==> src/rtl/idu_ingress.sv <==
// idu_ingress: IFU->IDU receiver with pre-decode and a small decoupling FIFO.
// Ports: clk/rst(async low)/flush; ifu_valid/ifu_data -> idu_ready;
//        exu_valid/exu_ready plus decoded head fields exu_pc..exu_illegal.
module idu_ingress #(
    parameter int WIDTH = 32,
    parameter int DEPTH = 2
) (
    input  logic               clk,
    input  logic               rst,
    input  logic               flush,
    input  logic               ifu_valid,
    input  logic [2*WIDTH-1:0] ifu_data,
    output logic               idu_ready,
    output logic               exu_valid,
    input  logic               exu_ready,
    output logic [WIDTH-1:0]   exu_pc,
    output logic [WIDTH-1:0]   exu_inst,
    output logic [4:0]         exu_rd,
    output logic [4:0]         exu_rs1,
    output logic [4:0]         exu_rs2,
    output logic [WIDTH-1:0]   exu_imm,
    output logic [2:0]         exu_fmt,
    output logic               exu_illegal
);

    localparam int AW = $clog2(DEPTH);
    localparam int CW = AW + 1;

    localparam logic [2:0] FMT_R = 3'd0;
    localparam logic [2:0] FMT_I = 3'd1;
    localparam logic [2:0] FMT_S = 3'd2;
    localparam logic [2:0] FMT_B = 3'd3;
    localparam logic [2:0] FMT_U = 3'd4;
    localparam logic [2:0] FMT_J = 3'd5;

    typedef struct packed {
        logic [WIDTH-1:0] pc;
        logic [WIDTH-1:0] inst;
        logic [WIDTH-1:0] imm;
        logic [4:0]       rd;
        logic [4:0]       rs1;
        logic [4:0]       rs2;
        logic [2:0]       fmt;
        logic             ill;
    } ent_t;

    logic [WIDTH-1:0] w_inst;
    logic [6:0]       w_op;
    logic [31:0]      w_imm32;
    logic [2:0]       w_fmt;
    logic             w_ill;
    ent_t             w_dec;
    ent_t             w_head;
    ent_t             r_mem [DEPTH];

    logic [AW-1:0] r_wptr;
    logic [AW-1:0] r_rptr;
    logic [CW-1:0] r_count;
    logic          r_live;
    logic          w_full;
    logic          w_push;
    logic          w_pop;

    assign w_inst = ifu_data[2*WIDTH-1:WIDTH];
    assign w_op   = w_inst[6:0];

    always_comb begin
        w_fmt   = FMT_R;
        w_ill   = 1'b0;
        w_imm32 = '0;
        case (w_op)
            7'b0110111, 7'b0010111: begin
                w_fmt   = FMT_U;
                w_imm32 = {w_inst[31:12], 12'b0};
            end
            7'b1101111: begin
                w_fmt   = FMT_J;
                w_imm32 = {{11{w_inst[31]}}, w_inst[31], w_inst[19:12],
                           w_inst[20], w_inst[30:21], 1'b0};
            end
            7'b1100111, 7'b0000011, 7'b0010011,
            7'b1110011, 7'b0001111: begin
                w_fmt   = FMT_I;
                w_imm32 = {{20{w_inst[31]}}, w_inst[31:20]};
            end
            7'b0100011: begin
                w_fmt   = FMT_S;
                w_imm32 = {{20{w_inst[31]}}, w_inst[31:25], w_inst[11:7]};
            end
            7'b1100011: begin
                w_fmt   = FMT_B;
                w_imm32 = {{19{w_inst[31]}}, w_inst[31], w_inst[7],
                           w_inst[30:25], w_inst[11:8], 1'b0};
            end
            7'b0110011: w_fmt = FMT_R;
            default:    w_ill = 1'b1;
        endcase
    end

    always_comb begin
        w_dec.pc   = ifu_data[WIDTH-1:0];
        w_dec.inst = w_inst;
        w_dec.imm  = {{(WIDTH-31){w_imm32[31]}}, w_imm32[30:0]};
        w_dec.rd   = w_inst[11:7];
        w_dec.rs1  = w_inst[19:15];
        w_dec.rs2  = w_inst[24:20];
        w_dec.fmt  = w_fmt;
        w_dec.ill  = w_ill;
    end

    // idu_ready depends only on registered state; r_live holds it low
    // through reset and for nothing longer than the first edge after.
    assign w_full    = (r_count == CW'(DEPTH));
    assign idu_ready = r_live & ~w_full;
    assign exu_valid = (r_count != '0);
    assign w_push    = ifu_valid & idu_ready & ~flush;
    assign w_pop     = exu_valid & exu_ready & ~flush;

    always_ff @(posedge clk or negedge rst) begin
        if (!rst) begin
            r_live  <= 1'b0;
            r_wptr  <= '0;
            r_rptr  <= '0;
            r_count <= '0;
        end else begin
            r_live <= 1'b1;
            if (flush) begin
                r_wptr  <= '0;
                r_rptr  <= '0;
                r_count <= '0;
            end else begin
                if (w_push)
                    r_wptr <= r_wptr + AW'(1);
                if (w_pop)
                    r_rptr <= r_rptr + AW'(1);
                case ({w_push, w_pop})
                    2'b10:   r_count <= r_count + CW'(1);
                    2'b01:   r_count <= r_count - CW'(1);
                    default: r_count <= r_count;
                endcase
            end
        end
    end

    always_ff @(posedge clk) begin
        if (w_push)
            r_mem[r_wptr] <= w_dec;
    end

    // Outputs are forced to zero when empty so they read 0 in reset and
    // never wander while exu_valid is low.
    assign w_head      = r_mem[r_rptr];
    assign exu_pc      = exu_valid ? w_head.pc   : '0;
    assign exu_inst    = exu_valid ? w_head.inst : '0;
    assign exu_imm     = exu_valid ? w_head.imm  : '0;
    assign exu_rd      = exu_valid ? w_head.rd   : '0;
    assign exu_rs1     = exu_valid ? w_head.rs1  : '0;
    assign exu_rs2     = exu_valid ? w_head.rs2  : '0;
    assign exu_fmt     = exu_valid ? w_head.fmt  : '0;
    assign exu_illegal = exu_valid & w_head.ill;

endmodule

==> config.mk <==
export PLATFORM = sky130hd
export DESIGN_NAME = idu_ingress
export DESIGN_NICKNAME = d
export VERILOG_FILES = /design/src/rtl/idu_ingress.sv
export SDC_FILE = /design/constraint.sdc
export NUM_CORES = 1
export LEC_CHECK = 0
export CORE_UTILIZATION = 35
export DETAILED_ROUTE_END_ITERATION = 8
export SLEW_MARGIN = 0
export SYNTH_ARGS = -nofsm -noshare
export SYNTH_HDL_FRONTEND = slang
export SYNTH_SLANG_ARGS = --single-unit
==> constraint.sdc <==
create_clock -name clk -period 16.9 [get_ports clk]
set_clock_uncertainty 0.15 [all_clocks]
set_input_delay 2.535 -clock clk [delete_from_list [all_inputs] [get_ports clk]]
set_output_delay 2.535 -clock clk [all_outputs]
set_load 0.02 [all_outputs]
---- Word-level counts from Yosys, hierarchy flattened ----
Memory sizes are Yosys's and may differ from the RTL's.
Cells that the tools add are included.
word-level totals
  register bits ........................... 5
  memory bits (writable) .................. 230
  bits of input ports ..................... 69
  output and inout bits ................... 117
  word-level logic and storage cells ...... 56
  memories ................................ 1
operators by class
  add/sub/neg operators ................... 4
  eq/ne operators ......................... 14
  muxes and demuxes ....................... 18
  bitwise gates (word level) .............. 8
  reductions and logical operators ........ 7
memory list
  name   words  bits a word  rd ports  clocked after Yosys merged registers in  write ports  line  text
  r_mem  2      115          1         0                                        1            54    ent_t r_mem [DEPTH];
operators with widths
  kind                                                                count
  32-bit case mux with 5 select lines                                 1
  32-bit two-way mux                                                  3
  7-bit == test, second input constant                                4
  7-bit by 6-bit == test with 1-bit output, second input constant     3
  5-bit two-way mux                                                   3
  3-bit case mux with 5 select lines                                  1
  7-bit by 5-bit == test with 1-bit output, second input constant     2
  11-bit OR reduction                                                 1
  7-bit by 2-bit == test with 1-bit output, second input constant     1
  7-bit by 4-bit == test with 1-bit output, second input constant     1
  1-bit two-way mux                                                   7
  1-bit AND                                                           6
  2-bit nonzero test                                                  3
  5-bit OR reduction                                                  1
  2-bit == test, second input constant                                2
  2-bit case mux with 2 select lines                                  1
  3-bit two-way mux                                                   1
  3-bit nonzero test                                                  1
  1-bit adder, second input constant                                  2
  2-bit by 1-bit adder with 2-bit output, second input constant       1
  2-bit by 1-bit == test with 1-bit output, second input constant     1
  2-bit two-way mux                                                   1
  1-bit NOT                                                           2
  2-bit OR reduction                                                  1
  2-bit by 1-bit subtractor with 2-bit output, second input constant  1

---- Longest topological paths before layout ----
  depth in word-level cells ............... 8
  depth in mapped cells ................... 7
  depth with buffers taken out ............ 5

---- Worst setup path after synthesis ----
OpenSTA, ideal clock, no wires.
  path kind ............................... input to register
  start point ............................. input port flush
  end point ............................... memory r_mem[0][0] (netlist name), enable pin
  setup time .............................. 560 ps
  arrival ................................. 6,871 ps
  required time ........................... 16,190 ps
  setup slack ............................. 9,320 ps
  stages on the path ...................... 2
  path buffers ............................ 0
  cells stage by stage .................... nand3b_1 > nor2_1
between the ends
  word-level cells in the longest chain between the ends .. 4
ends and longest elaborated chain
  what                                     line  text
  start, declared                          10    input logic flush,
  1-bit NOT                                116   assign w_push = ifu_valid & idu_ready & ~flush;
  1-bit AND                                116
  1-bit two-way mux                        146   if (w_push)
  1-bit two-way mux (not written as such)  147   r_mem[r_wptr] <= w_dec;
  end, declared                            54
Every way passes these cells.

---- Final worst setup path ----
  start point ............................. register r_rptr
  end point ............................... output port exu_inst[21]
between the ends
  word-level cells in the longest chain between the ends .. 2
ends and longest elaborated chain
  what                     line  text
  start, declared          57    logic [AW-1:0] r_rptr;
  start signal, assigned   135   r_rptr <= r_rptr + AW'(1);
  memory read 2 x 115 bit  -
  32-bit two-way mux       154   assign exu_inst = exu_valid ? w_head.inst : '0;
  end, declared            17    output logic [WIDTH-1:0] exu_inst,
Every way passes these cells.

==> results.json <==
{
  "status": "completed",
  "crit_slowest_cell": "dfrtp_4",
  "rsz0062_at_grt": "false",
  "switching_share_pct": 22.6,
  "fin_nets": 796,
  "synth.distinct_cells": 47,
  "power_frac_seq_pct": 48.2,
  "clock_path_buffers": 3,
  "grt_max_degree": 82,
  "routabilityCongestion": 0.800,
  "antenna_cells": 0,
  "critical_path_class": "reg2out",
  "first_iter_violations": 304,
  "drc": 0,
  "antenna_found_initial": 0,
  "rows": 56,
  "internal_power_w": 0.000930,
  "worst_ep_arrival_time_ns": 3.45,
  "vias": 5069,
  "place_area_um2": 10500,
  "vias_per_cell": 4.77,
  "hpwl_mm": 12.1,
  "cp-start-kind": "register",
  "cts_sinks": 205,
  "worstPathRequired_ns": 14.22,
  "grt_pass1_vias": 5222,
  "post_cts_buffers": 0,
  "fillers": 2098,
  "p_leak_nw": 3.67,
  "hold_class": "reg2reg",
  "clk_pin_slew_ns": 0.05,
  "maxCapViolCount": 0,
  "p_comb_share_pct": 11.2,
  "fin_crit_ns": 6.13,
  "layout-area-overhead-vs-synth_pct": 32.6,
  "die_area_um2": 24900,
  "grt_overflow": 0,
  "syn_avg_cell_area_um2": 15.2,
  "worstSetupEndpointType": "output pin",
  "core_area_um2": 23600,
  "power.total_w": 0.00120,
  "irDropWorstVdd_mv": 0.0661,
  "yosysMostFrequentCell": "edfxtp_1",
  "first_pass_iters": 4,
  "path_max_fanout": 55,
  "p_sw_w": 0.000271,
  "finalHoldViolations": 0,
  "drive_gt1_share_pct": 6.99,
  "grtUsageTotal_pct": 15.3,
  "ctsHoldBuffers": 0,
  "ctsResizeCount": 0,
  "die_w_um": 158,
  "wl_per_cell_um": 18.0,
  "yosysWarnings": 0,
  "synth_area_leaders": "edfxtp_1 (71%), mux2i_1 (12%), nor2_1 (4.7%)",
  "synth.top_cell.area_share_pct": 70.6,
  "cpPeakStageDelay_ns": 0.94,
  "highest_layer": "met4",
  "max_freq_ghz": 0.163,
  "power_frac_clock_pct": 40.7,
  "start_util_pct": 36.0,
  "ant_nets": 0,
  "htreeDepth": 1,
  "syn-instance-count": 558,
  "boundaryPins": 186,
  "cts_made_buffers": 23,
  "tightest_slew_ns": 1.22,
  "finalCoreUtilization_pct": 47.7,
  "syn_area_um2": 8500,
  "pwr_density_cell_nw_per_um2": 107,
  "met2_length_mm": 9.26,
  "crit_family": "buffers and inverters",
  "synth_enable_flop_cells": 200,
  "die_h_um": 158,
  "relSlewSlack_pct": 18.2,
  "yosysTopAreaCell": "edfxtp_1",
  "slew_violations": 0,
  "path_cells": "buf_4, mux2i_1, nor2_1, clkdlybuf4s50_1",
  "tritoncts": "built",
  "path_buf_inv": 2,
  "wirelength_mm": 19.1,
  "ys_ff_latch": 205,
  "setup_tns_ns": 0,
  "synth_seq_area_share_pct": 72.1,
  "design_area_um2": 11300,
  "fin_crit_sh_pct": 36.3,
  "async_flop_share_pct": 2.44,
  "grt_pass1_wl_mm": 29.0,
  "cts-root-buf": "clkbuf_16",
  "synth_ff_type": "edfxtp_1",
  "wl_met3_mm": 1.26,
  "drt-met1-wl_mm": 8.15,
  "finalSetupViolations": 0,
  "ys_top_cells_by_count": "edfxtp_1 (200), nor2_1 (107), mux2i_1 (100)",
  "numPortBuffers": 185,
  "synth_fp_nets": 627,
  "clk_latency_ns": 0.49
}
[worst paths after layout]
path / startpoint / endpoint / slack (ns) / cells past startpoint
max in group asynchronous: rst / r_rptr$_DFFE_PN0P_ / 14.24 / 1
worst min register to register: r_live$_DFF_PN0_ / r_count[0]$_DFFE_PN0P_ / 0.51 / 2
worst max-delay path: r_rptr$_DFFE_PN0P_ / exu_inst[21] / 10.77 / 4
worst min-delay path: r_live$_DFF_PN0_ / r_count[0]$_DFFE_PN0P_ / 0.51 / 2
worst max register to register: r_count[0]$_DFFE_PN0P_ / r_mem[0][87]$_DFFE_PP_ / 13.73 / 5
min in group asynchronous: rst / r_count[1]$_DFFE_PN0P_ / 2.12 / 1
[registers in the layout, summed over array words and instances (netlist names)]
register and flops:
r_mem 200, r_count 2, r_live 1, r_rptr 1
r_wptr 1
[worst register-to-register path: stages (launching register included)]
cell      delay, ns
dfrtp_1        0.45
nand2b_1       0.19
and2_1         0.19
nand3b_1       0.19
nor2_4         0.52
buf_4          0.92
[layer usage]
| metal | up-vias | track usage (%) |
|---|---|---|
| met5 | - | 0 |
| met1 | 2478 | 19.4 |
| met2 | 170 | 26.4 |
| li1 | 2386 | - |
| met4 | 0 | 4.25 |
| met3 | 35 | 3.37 |
[area by class of cell]
| cell class | instances | area (µm²) | share of cell area [%] |
|---|---|---|---|
| Timing Repair Buffer | 189 | 1880 | 16.7 |
| Multi-Input combinational cell | 304 | 2110 | 18.7 |
| Clock inverter | 11 | 129 | 1.14 |
| Clock buffer | 31 | 606 | 5.37 |
| Sequential cell | 205 | 6130 | 54.4 |
| Tap cell | 319 | 399 | 3.54 |
| Inverter | 4 | 15.0 | 0.133 |
[per-stage QoR]
step	setup WS [ns]	cells	hold WS [ns]
2_1_floorplan	9.32	558	0.416
3_3_place_gp	11.20	1021	0.442
3_5_place_dp	11.18	1021	0.500
4_1_cts	10.63	1063	0.515
5_1_grt	10.55	1063	0.550
6_report	10.77	1063	0.515
[power groups by stage]
| stage | Clock (W) | Combinational (W) | Sequential (W) |
|---|---|---|---|
| global placement | 0 | 0.000134 | 0.000588 |
| finish | 0.000488 | 0.000134 | 0.000578 |
| CTS | 0.000501 | 0.000137 | 0.000579 |
| floorplan | 0 | 0.0000739 | 0.000586 |
| detailed placement | 0 | 0.000136 | 0.000589 |
| global route | 0.000519 | 0.000144 | 0.000579 |
[cells by family (layout without fill, tap and decap cells)]
group | count (synthesis) | in the layout | synth area share, %
xor gates and xnor gates | 3 | 3 | 0.309
buffers and inverters | 49 | 235 | 3.36
and+or+nand+nor | 150 | 150 | 7.70
DFF | 205 | 205 | 72.1
AOI/OAI and AO/OA | 50 | 50 | 4.71
muxes | 100 | 100 | 11.8
other | 1 | 1 | 0.0441
[layout by cell type (no fill, tap or decap), types with 2 or more instances in the layout]
| cell type | instances |
|---|---|
| a21o_1 | 20 |
| a21oi_1 | 6 |
| a21oi_2 | 3 |
| a22o_1 | 4 |
| a31oi_1 | 2 |
| and2_1 | 8 |
| buf_4 | 4 |
| bufinv_16 | 3 |
| clkbuf_1 | 8 |
| clkbuf_16 | 23 |
| clkdlybuf4s50_1 | 185 |
| clkinv_1 | 4 |
| clkinv_2 | 3 |
| dfrtp_1 | 4 |
| edfxtp_1 | 200 |
| inv_1 | 4 |
| mux2i_1 | 100 |
| nand2_1 | 11 |
| nand2b_1 | 3 |
| nand3_1 | 5 |
| nand3b_1 | 3 |
| nor2_1 | 104 |
| nor2_2 | 2 |
| nor2_4 | 3 |
| nor3_1 | 2 |
| o21ai_0 | 2 |
| xor2_1 | 2 |
No activity file was read; power rests on OpenSTA's default activity.
